===== src/rtl/writeback_unit_pkg.sv =====
// writeback_unit_pkg: shared pipeline encodings for result-source and load-size selects.
package writeback_unit_pkg;
    localparam logic [1:0] WB_ALU = 2'd0;
    localparam logic [1:0] WB_NPC = 2'd1;
    localparam logic [1:0] WB_MEM = 2'd2;
    localparam logic [1:0] WB_RSV = 2'd3;
    localparam logic [1:0] LD_B   = 2'd0;
    localparam logic [1:0] LD_H   = 2'd1;
    localparam logic [1:0] LD_W   = 2'd2;
endpackage


===== src/rtl/writeback_unit_load_align.sv =====
// load_align: little-endian sub-word selection and sign/zero extension of a loaded memory word.
module load_align
    import writeback_unit_pkg::*;
#(
    parameter int XLEN = 32
) (
    input  logic [XLEN-1:0] i_mem,
    input  logic [1:0]      i_off,
    input  logic [1:0]      i_size,
    input  logic            i_uns,
    output logic [XLEN-1:0] o_data,
    output logic            o_mis
);
    logic [7:0]      w_byte;
    logic [15:0]     w_half;
    logic [31:0]     w_word;
    logic [XLEN-1:0] w_bext;
    logic [XLEN-1:0] w_hext;
    logic [XLEN-1:0] w_wext;

    assign w_byte = 8'(i_mem >> {i_off, 3'b000});
    assign w_half = 16'(i_mem >> {i_off[1], 4'b0000});
    assign w_word = 32'(i_mem);
    assign w_bext = i_uns ? XLEN'(w_byte) : XLEN'($signed(w_byte));
    assign w_hext = i_uns ? XLEN'(w_half) : XLEN'($signed(w_half));
    assign w_wext = i_uns ? XLEN'(w_word) : XLEN'($signed(w_word));
    // size 3 is treated as a word, so bit 1 alone identifies word loads
    assign o_data = i_size == LD_B ? w_bext : i_size == LD_H ? w_hext : w_wext;
    assign o_mis  = (i_size == LD_H && i_off[0]) || (i_size[1] && i_off != 2'd0);
endmodule


===== src/rtl/writeback_unit.sv =====
// writeback_unit: MEM/WB register, result select, register-file write gating,
// forwarding shadow, retire counter and sticky error flag.
module writeback_unit
    import writeback_unit_pkg::*;
#(
    parameter int XLEN  = 32,
    parameter int RADDR = 5,
    parameter int CNTW  = 32
) (
    input  logic             clk,
    input  logic             rst,
    input  logic             valid_i,
    input  logic [XLEN-1:0]  alu_i,
    input  logic [XLEN-1:0]  npc_i,
    input  logic [XLEN-1:0]  mem_i,
    input  logic [1:0]       wbsel_i,
    input  logic             regwr_i,
    input  logic [RADDR-1:0] rd_i,
    input  logic [1:0]       ldsize_i,
    input  logic             ldunsigned_i,
    input  logic             stall_i,
    input  logic             flush_i,
    output logic             rf_we_o,
    output logic [RADDR-1:0] rf_waddr_o,
    output logic [XLEN-1:0]  rf_wdata_o,
    output logic             prev_we_o,
    output logic [RADDR-1:0] prev_rd_o,
    output logic [XLEN-1:0]  prev_data_o,
    output logic [CNTW-1:0]  retired_o,
    output logic             err_o
);
    logic             r_valid;
    logic [XLEN-1:0]  r_alu;
    logic [XLEN-1:0]  r_npc;
    logic [XLEN-1:0]  r_mem;
    logic [1:0]       r_wbsel;
    logic             r_regwr;
    logic [RADDR-1:0] r_rd;
    logic [1:0]       r_ldsize;
    logic             r_lduns;
    logic             r_prev_we;
    logic [RADDR-1:0] r_prev_rd;
    logic [XLEN-1:0]  r_prev_data;
    logic [CNTW-1:0]  r_retired;
    logic             r_err;
    logic [XLEN-1:0]  w_ld;
    logic             w_ld_mis;
    logic             w_rsv;
    logic             w_mis;
    logic             w_retire;

    load_align #(.XLEN(XLEN)) u_align (
        .i_mem  (r_mem),
        .i_off  (r_alu[1:0]),
        .i_size (r_ldsize),
        .i_uns  (r_lduns),
        .o_data (w_ld),
        .o_mis  (w_ld_mis)
    );

    always_ff @(posedge clk or posedge rst) begin
        if (rst) begin
            r_valid  <= 1'b0;
            r_alu    <= '0;
            r_npc    <= '0;
            r_mem    <= '0;
            r_wbsel  <= WB_ALU;
            r_regwr  <= 1'b0;
            r_rd     <= '0;
            r_ldsize <= LD_B;
            r_lduns  <= 1'b0;
        end else if (flush_i) begin
            r_valid  <= 1'b0;
        end else if (!stall_i) begin
            r_valid  <= valid_i;
            r_alu    <= alu_i;
            r_npc    <= npc_i;
            r_mem    <= mem_i;
            r_wbsel  <= wbsel_i;
            r_regwr  <= regwr_i;
            r_rd     <= rd_i;
            r_ldsize <= ldsize_i;
            r_lduns  <= ldunsigned_i;
        end
    end

    assign w_rsv    = r_wbsel == WB_RSV;
    assign w_mis    = r_wbsel == WB_MEM && w_ld_mis;
    assign w_retire = r_valid && !stall_i;

    assign rf_waddr_o = r_rd;
    assign rf_wdata_o = (w_rsv || w_mis) ? '0 :
                        r_wbsel == WB_ALU ? r_alu :
                        r_wbsel == WB_NPC ? r_npc : w_ld;
    // stall gates the enable so a held instruction writes only on release
    assign rf_we_o    = r_valid && r_regwr && |r_rd && !w_rsv && !w_mis && !stall_i;

    always_ff @(posedge clk or posedge rst) begin
        if (rst) begin
            r_prev_we   <= 1'b0;
            r_prev_rd   <= '0;
            r_prev_data <= '0;
            r_retired   <= '0;
            r_err       <= 1'b0;
        end else begin
            r_prev_we   <= rf_we_o;
            r_prev_rd   <= rf_waddr_o;
            r_prev_data <= rf_wdata_o;
            if (w_retire)
                r_retired <= r_retired + CNTW'(1);
            if (w_retire && (w_rsv || w_mis))
                r_err <= 1'b1;
        end
    end

    assign prev_we_o   = r_prev_we;
    assign prev_rd_o   = r_prev_rd;
    assign prev_data_o = r_prev_data;
    assign retired_o   = r_retired;
    assign err_o       = r_err;
endmodule


===== config.mk =====
export PLATFORM = sky130hd
export DESIGN_NAME = writeback_unit
export DESIGN_NICKNAME = d
export VERILOG_FILES = /design/src/rtl/writeback_unit_pkg.sv /design/src/rtl/writeback_unit_load_align.sv /design/src/rtl/writeback_unit.sv
export SDC_FILE = /design/constraint.sdc
export NUM_CORES = 1
export LEC_CHECK = 0
export CAP_MARGIN = 20
export CORE_MARGIN = 10
export CORE_UTILIZATION = 44
export DETAILED_ROUTE_END_ITERATION = 10
export GPL_ROUTABILITY_DRIVEN = 0
export PLACE_DENSITY = 0.81
export SLEW_MARGIN = 20
export SYNTH_ARGS = -nofsm -noshare
export SYNTH_HDL_FRONTEND = slang
export SYNTH_HIERARCHICAL = 1
export SYNTH_SLANG_ARGS = --single-unit

===== constraint.sdc =====
create_clock -name clk -period 5.8 [get_ports clk]
set_input_delay 0.87 -clock clk [delete_from_list [all_inputs] [get_ports clk]]
set_output_delay 0.87 -clock clk [all_outputs]
set_load 0.05 [all_outputs]

==> flow_metrics.env <==
export IMPL_setup_tns_ns=0
export IMPL_cts_sinks=179
export IMPL_vias=5986
export IMPL_synthFlopType="dfrtp_1"
export IMPL_crit_type="flip-flop to primary output"
export IMPL_cpPeakStageDelay_ns=0.87
export IMPL_yosysWarnings=6
export IMPL_antenna_left=0
export IMPL_power_switching_mw=1.54
export IMPL_syn_area_per_cell_sq_um=12.3
export IMPL_status="completed"
export IMPL_routed_wl_mm=23.6
export IMPL_grt_overflow=0
export IMPL_die_h_um=155
export IMPL_finalSetupViolations=0
export IMPL_post_route_cells_drive_above_1_share_pct=11.8
export IMPL_cts_root_buf="clkbuf_16"
export IMPL_synth_edf_count=0
export IMPL_crit_family="buffers and inverters"
export IMPL_cts_hold_buffers=0
export IMPL_stdcell_area_sq_um=11000
export IMPL_nets=971
export IMPL_yosysSeqAreaShare_pct=55.6
export IMPL_cp_end_kind="primary output"
export IMPL_core_sq_um=18000
export IMPL_postCtsSetupRepairBufs=0
export IMPL_antenna_found_initial=0
export IMPL_die_width_um=155
export IMPL_cts_inserted_buffers=17
export IMPL_clkPwrFrac_pct=27.5
export IMPL_hold_viol=0
export IMPL_switching_share_pct=38.1
export IMPL_syn_to_final_growth_pct=36.3
export IMPL_clk_pin_slew_worst_paths_ns=0.07
export IMPL_worstPathCellList="nor2_1 > nor2_1 > nor2_2 > buf_4 > a22oi_1 > o21ai_1 > clkdlybuf4s50_1"
export IMPL_finalClockSkew_ns=0.00909
export IMPL_synthDominantCellAreaShare_pct=55.6
export IMPL_clk_latency_ns=0.43
export IMPL_period_share_pct=78.6
export IMPL_io_pin_count=221
export IMPL_grt_max_degree=137
export IMPL_critPathSlowestCell="clkdlybuf4s50_1"
export IMPL_crit_buf_inv=2
export IMPL_gr_usage_all_layers_pct=19.4
export IMPL_cap_violations=0
export IMPL_fmax_ghz=0.219
export IMPL_place_area_sq_um=10400
export IMPL_startpoint_type="flip-flop"
export IMPL_vias_per_cell=5.44
export IMPL_synth_fp_nets=766
export IMPL_required_ns=4.93
export IMPL_grt_pass1_vias=6246
export IMPL_path_depth=7
export IMPL_timing_final_crit_period_ns=4.56
export IMPL_synth_async_reset_ratio_pct=100
export IMPL_hold_path_class="flip-flop to flip-flop"
export IMPL_clock_path_buffers=2
export IMPL_synth_seq_cells=179
export IMPL_drc=0
export IMPL_whs_path_depth=0
export IMPL_combPwrFrac_pct=33.3
export IMPL_power_density_nw_per_um2=368
export IMPL_cts_resized=0
export IMPL_port_buffers=220
export IMPL_grt_pass1_wl_mm=36.5
export IMPL_rsz0062_at_grt="false"
export IMPL_cp_common_cell="nor2_1"
export IMPL_max_vdd_ir_drop_mv=0.224
export IMPL_yosys_area_top_type="dfrtp_1"
export IMPL_reg2reg_depth=6
export IMPL_cts_tree="built"
export IMPL_rows=49
export IMPL_relSlewSlack_pct=36.9
export IMPL_maxSlewViolCount=0
export IMPL_leakagePower_nw=4.56
export IMPL_detail_route_iter0_violations=348
export IMPL_p_seq_share_pct=39.2
export IMPL_htreeDepth=4
export IMPL_drt_pass1_iter_count=4
export IMPL_worst_path_max_fanout=20
export IMPL_synth_area_top_cells="dfrtp_1 (56%), mux2_1 (10%), mux2_2 (4.8%)"
export IMPL_dieArea_sq_um=24100
export IMPL_initial_core_util_pct=44.8
export IMPL_post_dp_hpwl_mm=17.2
export IMPL_antenna_cells=0
export IMPL_tightest_slew_ns=0.946
export IMPL_internal_power_mw=2.50
export IMPL_wl_per_cell_um=21.5
export IMPL_synthCells=653
export IMPL_crit_arrival_ns=3.69
export IMPL_synth_cell_type_count=47
export IMPL_syn_area_sq_um=8060
-- flip-flops by register name, summed over array words and instances (netlist names) --
name         count
err_o            1
prev_data_o     32
prev_rd_o        5
prev_we_o        1
r_alu           32
r_ldsize         2
r_lduns          1
r_mem           32
r_npc           32
r_regwr          1
r_valid          1
r_wbsel          2
retired_o       32
rf_waddr_o       5
-- synthesized netlist by cell type, drive strengths merged (6+ instances only) --
cell    count
xor2        6
mux2      107
and3b       8
nand4      12
dfrtp     179
o22ai       7
nand3      26
clkbuf     20
nor2       19
a22oi      31
mux4        8
o21ai      58
nand2      55
buf        20
nor4        6
xnor2      25
a211oi      7
nor2b      33
-- final cells by class --
| type | instances | area [sq um] |
|---|---|---|
| clock buffers | 17 | 425 |
| clock inverters | 15 | 138 |
| fillers | 1461 | 6980 |
| inverters | 4 | 22.5 |
| multi-input cells | 430 | 3370 |
| flip-flops and latches | 179 | 4480 |
| well taps | 229 | 287 |
| repair buffers | 226 | 2260 |
-- metal layers --
| layer | wire [um] | vias up | global-route usage [%] |
|---|---|---|---|
| met5 | 0 | - | 0 |
| met4 | 378 | 0 | 5.61 |
| met3 | 2030 | 19 | 6.70 |
| met2 | 11400 | 222 | 31.6 |
| met1 | 9780 | 2997 | 23.8 |
| li1 | - | 2748 | - |
-- worst register-to-register path, stage by stage (launching register included) --
cell and delay (ns):
dfrtp_1 0.62, nor2_1 0.30, nor2_1 0.13, nor2_2 0.54, buf_4 0.38, a22oi_1 0.15, o21ai_1 0.29
-- power by group through the flow --
stage,clock [mW],sequential (mW),combinational (mW)
floorplan,0,1.84,0.612
global placement,0,1.60,1.34
detailed placement,0,1.61,1.35
CTS,1.13,1.59,1.36
global route,1.19,1.61,1.42
finish,1.11,1.59,1.35
-- layout by cell type, fill, tap and decap left out, drive strengths merged, types with 2 or more instances in the layout --
cell / count
o22ai: 7
mux2: 107
clkbuf: 17
xnor2: 25
and3b: 8
a211oi: 7
mux4: 8
nor3: 3
a21oi: 4
a22oi: 31
xor2: 6
buf: 6
nor2b: 33
dfrtp: 179
nand2: 55
nand4: 12
clkdlybuf4s50: 220
nand2b: 2
and3: 4
clkinv: 4
nor4: 6
o21ai: 58
clkinvlp: 2
inv: 13
and4: 2
nand3: 26
nor2: 19
-- cells by family after synthesis --
| logic type | synth area share (%) |
|---|---|
| flops | 55.6 |
| simple gates | 12.6 |
| mux | 17.3 |
| compound gates | 8.29 |
| buf+inv | 2.67 |
| xor+xnor | 3.37 |
| fa+ha+maj | 0.155 |
-- worst paths after layout --
path	from	to	slack, ns
setup / recovery	r_ldsize[0]	rf_wdata_o[0]	1.24
hold / removal	rf_waddr_o[1]	prev_rd_o[1]	0.43
setup reg to reg	r_ldsize[0]	prev_data_o[0]	3.29
hold reg to reg	rf_waddr_o[1]	prev_rd_o[1]	0.43
max in group asynchronous	rst	r_alu[21]	3.64
min in group asynchronous	rst	prev_data_o[11]	1.02
-- metrics by stage --
| step | cells | hold WS [ns] | utilization (%) | total power [mW] | setup slack, ns |
|---|---|---|---|---|---|
| 6_report | 1100 | 0.433 | 61.1 | 4.05 | 1.24 |
| 5_1_grt | 1100 | 0.442 | 61.1 | 4.22 | 0.982 |
| 4_1_cts | 1100 | 0.434 | 61.1 | 4.08 | 1.20 |
| 3_5_place_dp | 1068 | 0.419 | 58.0 | 2.97 | 1.65 |
| 3_3_place_gp | 1068 | 0.404 | 58.0 | 2.94 | 1.71 |
| 2_1_floorplan | 653 | 0.452 | - | 2.45 | 0.0714 |
Note: power is estimated with default switching activity, not from simulation.
